--- src/rtl/l1_pkg.sv ---
// Shared types and geometry for the direct-mapped, write-through L1 controller.
// Geometry is fixed here so the packed line struct has concrete widths.
package l1_pkg;

    localparam int WORD_SIZE     = 32;
    localparam int L1_INDEX_BITS = 3;
    localparam int L1_TAG_BITS   = WORD_SIZE - L1_INDEX_BITS;
    localparam int L1_LINES      = 2 ** L1_INDEX_BITS;

    typedef enum logic [1:0] {
        IDLE,
        LOOKUP,
        L2_REQ,
        RESP
    } l1_state_e;

    typedef struct packed {
        logic                   valid;
        logic [L1_TAG_BITS-1:0] tag;
        logic [WORD_SIZE-1:0]   data;
    } l1_line_t;

    function automatic logic [L1_INDEX_BITS-1:0] addr_index(input logic [WORD_SIZE-1:0] addr);
        return addr[L1_INDEX_BITS-1:0];
    endfunction

    function automatic logic [L1_TAG_BITS-1:0] addr_tag(input logic [WORD_SIZE-1:0] addr);
        return addr[WORD_SIZE-1:L1_INDEX_BITS];
    endfunction

endpackage

--- src/rtl/l1_ctrl_if.sv ---
// CPU request/response handshake and L2 request bus seen by the L1 controller.
// The controller takes the slave side; the CPU/L2 environment takes the master side.
interface l1_ctrl_if;
    import l1_pkg::*;

    logic                 cpu_req_valid;
    logic                 cpu_req_ready;
    logic                 cpu_wr;
    logic [WORD_SIZE-1:0] cpu_addr;
    logic [WORD_SIZE-1:0] cpu_wdata;
    logic                 cpu_resp_valid;
    logic [WORD_SIZE-1:0] cpu_rdata;
    logic                 cpu_resp_hit;
    logic                 cpu_resp_err;
    logic                 l2_wr_en;
    logic [WORD_SIZE-1:0] l2_addr;
    logic [WORD_SIZE-1:0] l2_data;
    logic [WORD_SIZE-1:0] l2_data_out;
    logic                 l2_hit_or_miss;

    modport slave (
        input  cpu_req_valid, cpu_wr, cpu_addr, cpu_wdata, l2_data_out, l2_hit_or_miss,
        output cpu_req_ready, cpu_resp_valid, cpu_rdata, cpu_resp_hit, cpu_resp_err,
               l2_wr_en, l2_addr, l2_data
    );

    modport master (
        output cpu_req_valid, cpu_wr, cpu_addr, cpu_wdata, l2_data_out, l2_hit_or_miss,
        input  cpu_req_ready, cpu_resp_valid, cpu_rdata, cpu_resp_hit, cpu_resp_err,
               l2_wr_en, l2_addr, l2_data
    );

endinterface

--- src/rtl/l1_tag_array.sv ---
// One-word-per-line L1 storage: asynchronous read, single synchronous write port.
// Reset clears every line, which invalidates the whole cache.
module l1_tag_array
    import l1_pkg::*;
(
    input  logic                     clk,
    input  logic                     rst,
    input  logic [L1_INDEX_BITS-1:0] rd_index,
    output l1_line_t                 rd_line,
    input  logic                     wr_en,
    input  logic [L1_INDEX_BITS-1:0] wr_index,
    input  l1_line_t                 wr_line
);

    l1_line_t lines [L1_LINES];

    always_ff @(posedge clk or posedge rst) begin
        if (rst) begin
            for (int i = 0; i < L1_LINES; i++) begin
                lines[i] <= '0;
            end
        end else if (wr_en) begin
            lines[wr_index] <= wr_line;
        end
    end

    assign rd_line = lines[rd_index];

endmodule

--- src/rtl/l1_ctrl.sv ---
// Direct-mapped write-through L1 controller: read hits served locally, misses and writes go to L2.
// Optional hit/miss counters are built only when L1_STATS_EN is defined (ports tie to 0 otherwise).
module l1_ctrl
    import l1_pkg::*;
#(
    parameter int L2_LATENCY = 2
) (
    input  logic        clk,
    input  logic        rst,
    l1_ctrl_if.slave    bus,
    output logic [15:0] stat_hits,
    output logic [15:0] stat_misses
);

    localparam logic [3:0] LAST_CNT = 4'(L2_LATENCY - 1);

    l1_state_e                state;
    logic [3:0]               lat_cnt;
    logic                     req_wr;
    logic [WORD_SIZE-1:0]     req_addr;
    logic [WORD_SIZE-1:0]     req_wdata;
    logic [L1_INDEX_BITS-1:0] req_index;
    logic [L1_TAG_BITS-1:0]   req_tag;
    l1_line_t                 cur_line;
    l1_line_t                 fill_line;
    logic                     fill_en;
    logic                     l2_last;

    assign req_index         = addr_index(req_addr);
    assign req_tag           = addr_tag(req_addr);
    assign l2_last           = (state == L2_REQ) && (lat_cnt == LAST_CNT);
    assign bus.cpu_req_ready = (state == IDLE) && !rst;

    l1_tag_array u_tags (
        .clk      (clk),
        .rst      (rst),
        .rd_index (req_index),
        .rd_line  (cur_line),
        .wr_en    (fill_en),
        .wr_index (req_index),
        .wr_line  (fill_line)
    );

    // L1 update at the end of an L2 access: fill on read hit, allocate on accepted
    // write, drop a matching line when the write is rejected.
    always_comb begin
        fill_en         = 1'b0;
        fill_line.valid = 1'b1;
        fill_line.tag   = req_tag;
        fill_line.data  = bus.l2_data_out;
        if (l2_last) begin
            if (!req_wr) begin
                fill_en = bus.l2_hit_or_miss;
            end else if (bus.l2_hit_or_miss) begin
                fill_en        = 1'b1;
                fill_line.data = req_wdata;
            end else begin
                fill_en         = (cur_line.tag == req_tag);
                fill_line       = cur_line;
                fill_line.valid = 1'b0;
            end
        end
    end

    always_ff @(posedge clk or posedge rst) begin
        if (rst) begin
            state              <= IDLE;
            lat_cnt            <= '0;
            req_wr             <= 1'b0;
            req_addr           <= '0;
            req_wdata          <= '0;
            bus.cpu_resp_valid <= 1'b0;
            bus.cpu_rdata      <= '0;
            bus.cpu_resp_hit   <= 1'b0;
            bus.cpu_resp_err   <= 1'b0;
            bus.l2_wr_en       <= 1'b0;
            bus.l2_addr        <= '0;
            bus.l2_data        <= '0;
        end else begin
            case (state)
                IDLE: begin
                    if (bus.cpu_req_valid) begin
                        req_wr    <= bus.cpu_wr;
                        req_addr  <= bus.cpu_addr;
                        req_wdata <= bus.cpu_wdata;
                        state     <= LOOKUP;
                    end
                end
                LOOKUP: begin
                    if (!req_wr && cur_line.valid && (cur_line.tag == req_tag)) begin
                        bus.cpu_resp_valid <= 1'b1;
                        bus.cpu_rdata      <= cur_line.data;
                        bus.cpu_resp_hit   <= 1'b1;
                        bus.cpu_resp_err   <= 1'b0;
                        state              <= RESP;
                    end else begin
                        lat_cnt      <= '0;
                        bus.l2_addr  <= req_addr;
                        bus.l2_data  <= req_wdata;
                        bus.l2_wr_en <= req_wr;
                        state        <= L2_REQ;
                    end
                end
                // L2 request is held stable; the edge ending the last cycle samples the reply.
                L2_REQ: begin
                    if (lat_cnt == LAST_CNT) begin
                        bus.l2_wr_en       <= 1'b0;
                        bus.cpu_resp_valid <= 1'b1;
                        bus.cpu_resp_hit   <= 1'b0;
                        bus.cpu_resp_err   <= !bus.l2_hit_or_miss;
                        bus.cpu_rdata      <= (!req_wr && bus.l2_hit_or_miss) ? bus.l2_data_out : '0;
                        state              <= RESP;
                    end else begin
                        lat_cnt <= lat_cnt + 4'd1;
                    end
                end
                RESP: begin
                    bus.cpu_resp_valid <= 1'b0;
                    state              <= IDLE;
                end
                default: state <= IDLE;
            endcase
        end
    end

`ifdef L1_STATS_EN
    logic [15:0] hit_cnt;
    logic [15:0] miss_cnt;

    // Saturating counters sampled during the response cycle.
    always_ff @(posedge clk or posedge rst) begin
        if (rst) begin
            hit_cnt  <= '0;
            miss_cnt <= '0;
        end else if (state == RESP) begin
            if (bus.cpu_resp_hit && (hit_cnt != 16'hFFFF)) begin
                hit_cnt <= hit_cnt + 16'd1;
            end
            if (!req_wr && !bus.cpu_resp_hit && (miss_cnt != 16'hFFFF)) begin
                miss_cnt <= miss_cnt + 16'd1;
            end
        end
    end

    assign stat_hits   = hit_cnt;
    assign stat_misses = miss_cnt;
`else
    assign stat_hits   = '0;
    assign stat_misses = '0;
`endif

endmodule

--- src/flat_wrapper.sv ---
// flat-port wrapper written by rule: the top's interface ports become plain ports
module l1_ctrl_flat import l1_pkg::*;
#(
    parameter int L2_LATENCY = 2
)
  (clk, rst, stat_hits, stat_misses, bus_cpu_req_valid, bus_cpu_wr, bus_cpu_addr, bus_cpu_wdata, bus_l2_data_out, bus_l2_hit_or_miss, bus_cpu_req_ready, bus_cpu_resp_valid, bus_cpu_rdata, bus_cpu_resp_hit, bus_cpu_resp_err, bus_l2_wr_en, bus_l2_addr, bus_l2_data);
  l1_ctrl_if bus_i ();
  input  logic clk;
  input  logic rst;
  output logic [15:0] stat_hits;
  output logic [15:0] stat_misses;
  input wire logic [$bits(bus_i.cpu_req_valid)-1:0] bus_cpu_req_valid;
  input wire logic [$bits(bus_i.cpu_wr)-1:0] bus_cpu_wr;
  input wire logic [$bits(bus_i.cpu_addr)-1:0] bus_cpu_addr;
  input wire logic [$bits(bus_i.cpu_wdata)-1:0] bus_cpu_wdata;
  input wire logic [$bits(bus_i.l2_data_out)-1:0] bus_l2_data_out;
  input wire logic [$bits(bus_i.l2_hit_or_miss)-1:0] bus_l2_hit_or_miss;
  output wire logic [$bits(bus_i.cpu_req_ready)-1:0] bus_cpu_req_ready;
  output wire logic [$bits(bus_i.cpu_resp_valid)-1:0] bus_cpu_resp_valid;
  output wire logic [$bits(bus_i.cpu_rdata)-1:0] bus_cpu_rdata;
  output wire logic [$bits(bus_i.cpu_resp_hit)-1:0] bus_cpu_resp_hit;
  output wire logic [$bits(bus_i.cpu_resp_err)-1:0] bus_cpu_resp_err;
  output wire logic [$bits(bus_i.l2_wr_en)-1:0] bus_l2_wr_en;
  output wire logic [$bits(bus_i.l2_addr)-1:0] bus_l2_addr;
  output wire logic [$bits(bus_i.l2_data)-1:0] bus_l2_data;
  assign bus_i.cpu_req_valid = bus_cpu_req_valid;
  assign bus_i.cpu_wr = bus_cpu_wr;
  assign bus_i.cpu_addr = bus_cpu_addr;
  assign bus_i.cpu_wdata = bus_cpu_wdata;
  assign bus_i.l2_data_out = bus_l2_data_out;
  assign bus_i.l2_hit_or_miss = bus_l2_hit_or_miss;
  assign bus_cpu_req_ready = bus_i.cpu_req_ready;
  assign bus_cpu_resp_valid = bus_i.cpu_resp_valid;
  assign bus_cpu_rdata = bus_i.cpu_rdata;
  assign bus_cpu_resp_hit = bus_i.cpu_resp_hit;
  assign bus_cpu_resp_err = bus_i.cpu_resp_err;
  assign bus_l2_wr_en = bus_i.l2_wr_en;
  assign bus_l2_addr = bus_i.l2_addr;
  assign bus_l2_data = bus_i.l2_data;
  l1_ctrl #(.L2_LATENCY(L2_LATENCY)) u_core (.clk(clk), .rst(rst), .bus(bus_i), .stat_hits(stat_hits), .stat_misses(stat_misses));
endmodule
--- config.mk ---
export PLATFORM = sky130hd
export DESIGN_NAME = l1_ctrl_flat
export DESIGN_NICKNAME = d
export VERILOG_FILES = /design/src/rtl/l1_pkg.sv /design/src/rtl/l1_ctrl_if.sv /design/src/rtl/l1_tag_array.sv /design/src/rtl/l1_ctrl.sv /design/src/flat_wrapper.sv
export SDC_FILE = /design/constraint.sdc
export NUM_CORES = 1
export LEC_CHECK = 0
export CELL_PAD_IN_SITES_DETAIL_PLACEMENT = 0
export CELL_PAD_IN_SITES_GLOBAL_PLACEMENT = 1
export CORE_MARGIN = 3
export CORE_UTILIZATION = 44
export CTS_CLUSTER_SIZE = 8
export DETAILED_ROUTE_END_ITERATION = 8
export PLACE_DENSITY_LB_ADDON = 0.15
export SYNTH_ARGS = -nofsm -noshare
export SYNTH_HDL_FRONTEND = slang
export SYNTH_SLANG_ARGS = --single-unit
--- constraint.sdc ---
create_clock -name clk -period 28 [get_ports clk]
set_clock_uncertainty 0.2 [all_clocks]
set_input_delay 8.4 -clock clk [delete_from_list [all_inputs] [get_ports clk]]
set_output_delay 8.4 -clock clk [all_outputs]
set_load 0.01 [all_outputs]
==> flow_summary_export.csv <==
group,metric,value,unit
power,internal_power,2.77,mW
sta,report.final.slew_viol_count,0,
placement,hpwl,49.8,mm
job,cap_violations,0,
global_routing,grt_overflow,0,
cts,cts.repair.resized,0,
logic_synthesis,synth-edff-count,0,
cells_and_area,multi_input_area,13000,µm²
logic_synthesis,synth_seq_cells,667,
detailed_routing,via_per_inst,5.70,
sta,hold_viol,0,
logic_synthesis,synth_warnings,0,
placement,place_congestion,0.750,
logic_synthesis,synthArstFlopShare,1.00,
global_routing,grt_start_max_net_pins,172,
cts,post_cts_buffers,0,
cells_and_area,seqCellArea,16700,µm²
logic_synthesis,syn_avg_cell_area,13.6,µm²
global_routing,track_usage,0.229,
worst_setup_path,crit_required,19.40,ns
power,p_clk_frac,0.236,
worst_hold_path,holdCritPathClass,"reg2reg",
power,p_per_area,117,nW/µm²
worst_setup_path,max_stage_delay,0.55,ns
cells_and_area,final.fill_count,5674,
cts,clock_sinks,667,
power,p_switching,1.40,mW
cts,clk_latency,0.61,ns
cts,cts_buffers,93,
detailed_routing,drt_iter0_markers,1295,
detailed_routing,firstDrtPassIters,5,
sta,fmax,0.0549,GHz
cells_and_area,final_nets,2535,
power,sw_frac_of_total,0.335,
cts,cts_max_path_buffers,3,
placement,port_buffers,201,
cells_and_area,drive_gt1_frac,0.333,
power,ir_drop,0.0000624,V
sta,finalCriticalPeriod,18.22,ns
cells_and_area,area_growth,17.4,%
worst_setup_path,path_class,"in2out",
worst_setup_path,cp.arrival,9.62,ns
worst_setup_path,crit_path_cell_trace,"clkdlybuf4s50_1, nor2b_1, clkdlybuf4s50_1",
run_status,status,"finished, final reports clean",
detailed_routing,vias,19200,
cts,cts.clk_slew.worst_paths,0.04,ns
logic_synthesis,syn_inst,2241,
global_routing,grt_pass1_wl,126,mm
sta,tightest_slew,1.16,ns
floorplan,fp.dieH,269,µm
cts,holdBufCountCts,0,
floorplan,start_util,0.448,
floorplan,die_x,269,µm
cells_and_area,mostFrequentLayoutCells,"dfrtp_1 (664), mux2_2 (600), clkdlybuf4s50_1 (200)",
power,p_leak,15.5,nW
worst_setup_path,worst_path_most_repeated_cell,"clkdlybuf4s50_1",
logic_synthesis,seq_area_frac_synth,0.549,
power,seq_power_share,0.397,
logic_synthesis,syn_area,30400,µm²
detailed_routing,drc,0,
floorplan,die-area,72300,µm²
placement,placed_cells,3253,
floorplan,core_region_area,67900,µm²
sta,rsz0062_at_grt,"false",
worst_setup_path,cp-end-kind,"primary output",
floorplan,rows,95,
cts,root_buffer,"clkbuf_16",
global_routing,antenna_found_initial,4,
power,finalPower,4.17,mW
floorplan,num_io_pins,234,
logic_synthesis,synthFlopType,"dfrtp_1",
worst_setup_path,crit_fanout,2,
cts,h-tree-depth,3,
detailed_routing,detail-route-antenna-nets,0,
power,p_comb_frac,0.366,
cells_and_area,stdcell_count,3359,
sta,fin_crit_sh,0.651,
global_routing,grt_pass1_vias,20300,
worst_setup_path,cp_slowest_cell,"clkdlybuf4s50_1",
sta,max_slew_margin,0.227,
cells_and_area,final_common_cell,"dfrtp_1",
logic_synthesis,yosysUniqueCellTypes,57,
sta,setup_viol_count_final,0,
sta,fin_setup_tns,0,ns
worst_setup_path,start_kind,"primary input",
detailed_routing,routed_wl,81.9,mm
cts,cts_tree,"done",
detailed_routing,wl_per_cell,24.4,µm
==> routing by layer <==
metal  wire length [µm]  track usage
met4               1620       0.0617
met2              38200        0.365
met3               3880       0.0343
met5                  0            0
met1              38200        0.331
==> sequential cells by signal, summed over array words and instances (netlist names) <==
register	flops
u_core.bus.cpu_rdata	32
u_core.u_tags.lines	496
u_core.state	2
u_core.bus.l2_addr	32
u_core.bus.cpu_resp_valid	1
u_core.bus.cpu_resp_err	1
u_core.bus.l2_wr_en	1
u_core.bus.cpu_resp_hit	1
u_core.bus.l2_data	32
u_core.req_addr	32
u_core.lat_cnt	4
u_core.req_wr	1
u_core.req_wdata	32
==> Yosys cell counts, drive strengths merged, types with 3 or more instances <==
cell type    n  area (µm²)
a211oi       3        22.5
a21oi       30         150
a221o        8        80.1
a221oi      28         245
a222oi       5        50.1
a22o        24         210
a22oi       43         323
a2bb2oi      6        52.6
a31oi        3        18.8
and2         5        31.3
and3        19         119
buf        107         657
clkbuf      76         285
dfrtp      667       16700
ha           7        87.6
inv         22        82.6
mux2       666        7500
mux2i       70         701
mux4        47        1060
nand2      124         465
nand2b       6        37.5
nand3        8        40.0
nand4        5        31.3
nor2        54         203
nor2b        9        56.3
nor3         9        45.0
nor4         6        37.5
o211ai       6        45.0
o21a         6        45.0
o21ai      107         547
o22ai       12        75.1
o31ai        9        67.6
xnor2       24         210
==> path summary, 6_finish.rpt <==
path                                     startpoint  slack, ns                       end  cells after the start
max                                             rst       9.78         bus_cpu_req_ready                      3
min                        u_core.u_tags.lines[148]       0.28  u_core.u_tags.lines[148]                      1
max reg2reg                      u_core.req_addr[1]      20.50   u_core.u_tags.lines[96]                     12
min reg2reg                u_core.u_tags.lines[148]       0.28  u_core.u_tags.lines[148]                      1
max in group asynchronous                       rst      16.94  u_core.u_tags.lines[360]                      4
min in group asynchronous                       rst       8.25     u_core.bus.l2_data[9]                      2
==> through the flow <==
step / instance area (µm²) / util / hold slack, ns / setup WS (ns)
3_5_place_dp: 33300 / 0.490 / 0.276 / 9.77
3_3_place_gp: 33300 / 0.490 / 0.263 / 9.76
6_report: 35700 / 0.526 / 0.281 / 9.78
5_1_grt: 35700 / 0.526 / 0.298 / 9.71
4_1_cts: 35700 / 0.526 / 0.288 / 9.77
2_1_floorplan: 30500 / - / 0.253 / 0.705
==> critical path: cells and delay by family <==
family                 cells  cell delay [ns]
buffers and inverters      2             1.06
AND/OR/NAND/NOR            1             0.16
==> area by class of cell <==
cell class	instances	area share
Clock buffer	99	0.0670
Clock inverter	2	0.00109
Tap cell	921	0.0323
Sequential cell	667	0.468
Antenna cell	5	0.000350
Timing Repair Buffer	243	0.0657
Inverter	23	0.00263
Multi-Input combinational cell	1399	0.363
==> power by group through the flow <==
stage	sequential, mW	clock, mW	combinational, mW
after floorplan	1.59	0	1.05
after global placement	1.64	0	1.50
after detailed placement	1.67	0	1.54
after CTS	1.66	1.01	1.54
after global routing	1.71	1.06	1.66
final	1.66	0.986	1.53
==> cell families after synthesis <==
logic type	count (synthesis)	share of synthesized area
mux	783	0.304
flops	667	0.549
compound gates	298	0.0658
simple gates	254	0.0373
buf+inv	206	0.0338
xor+xnor	25	0.00720
fa+ha+maj	7	0.00288
other cells	1	0.000123
Power figures use the tool's default switching activity.
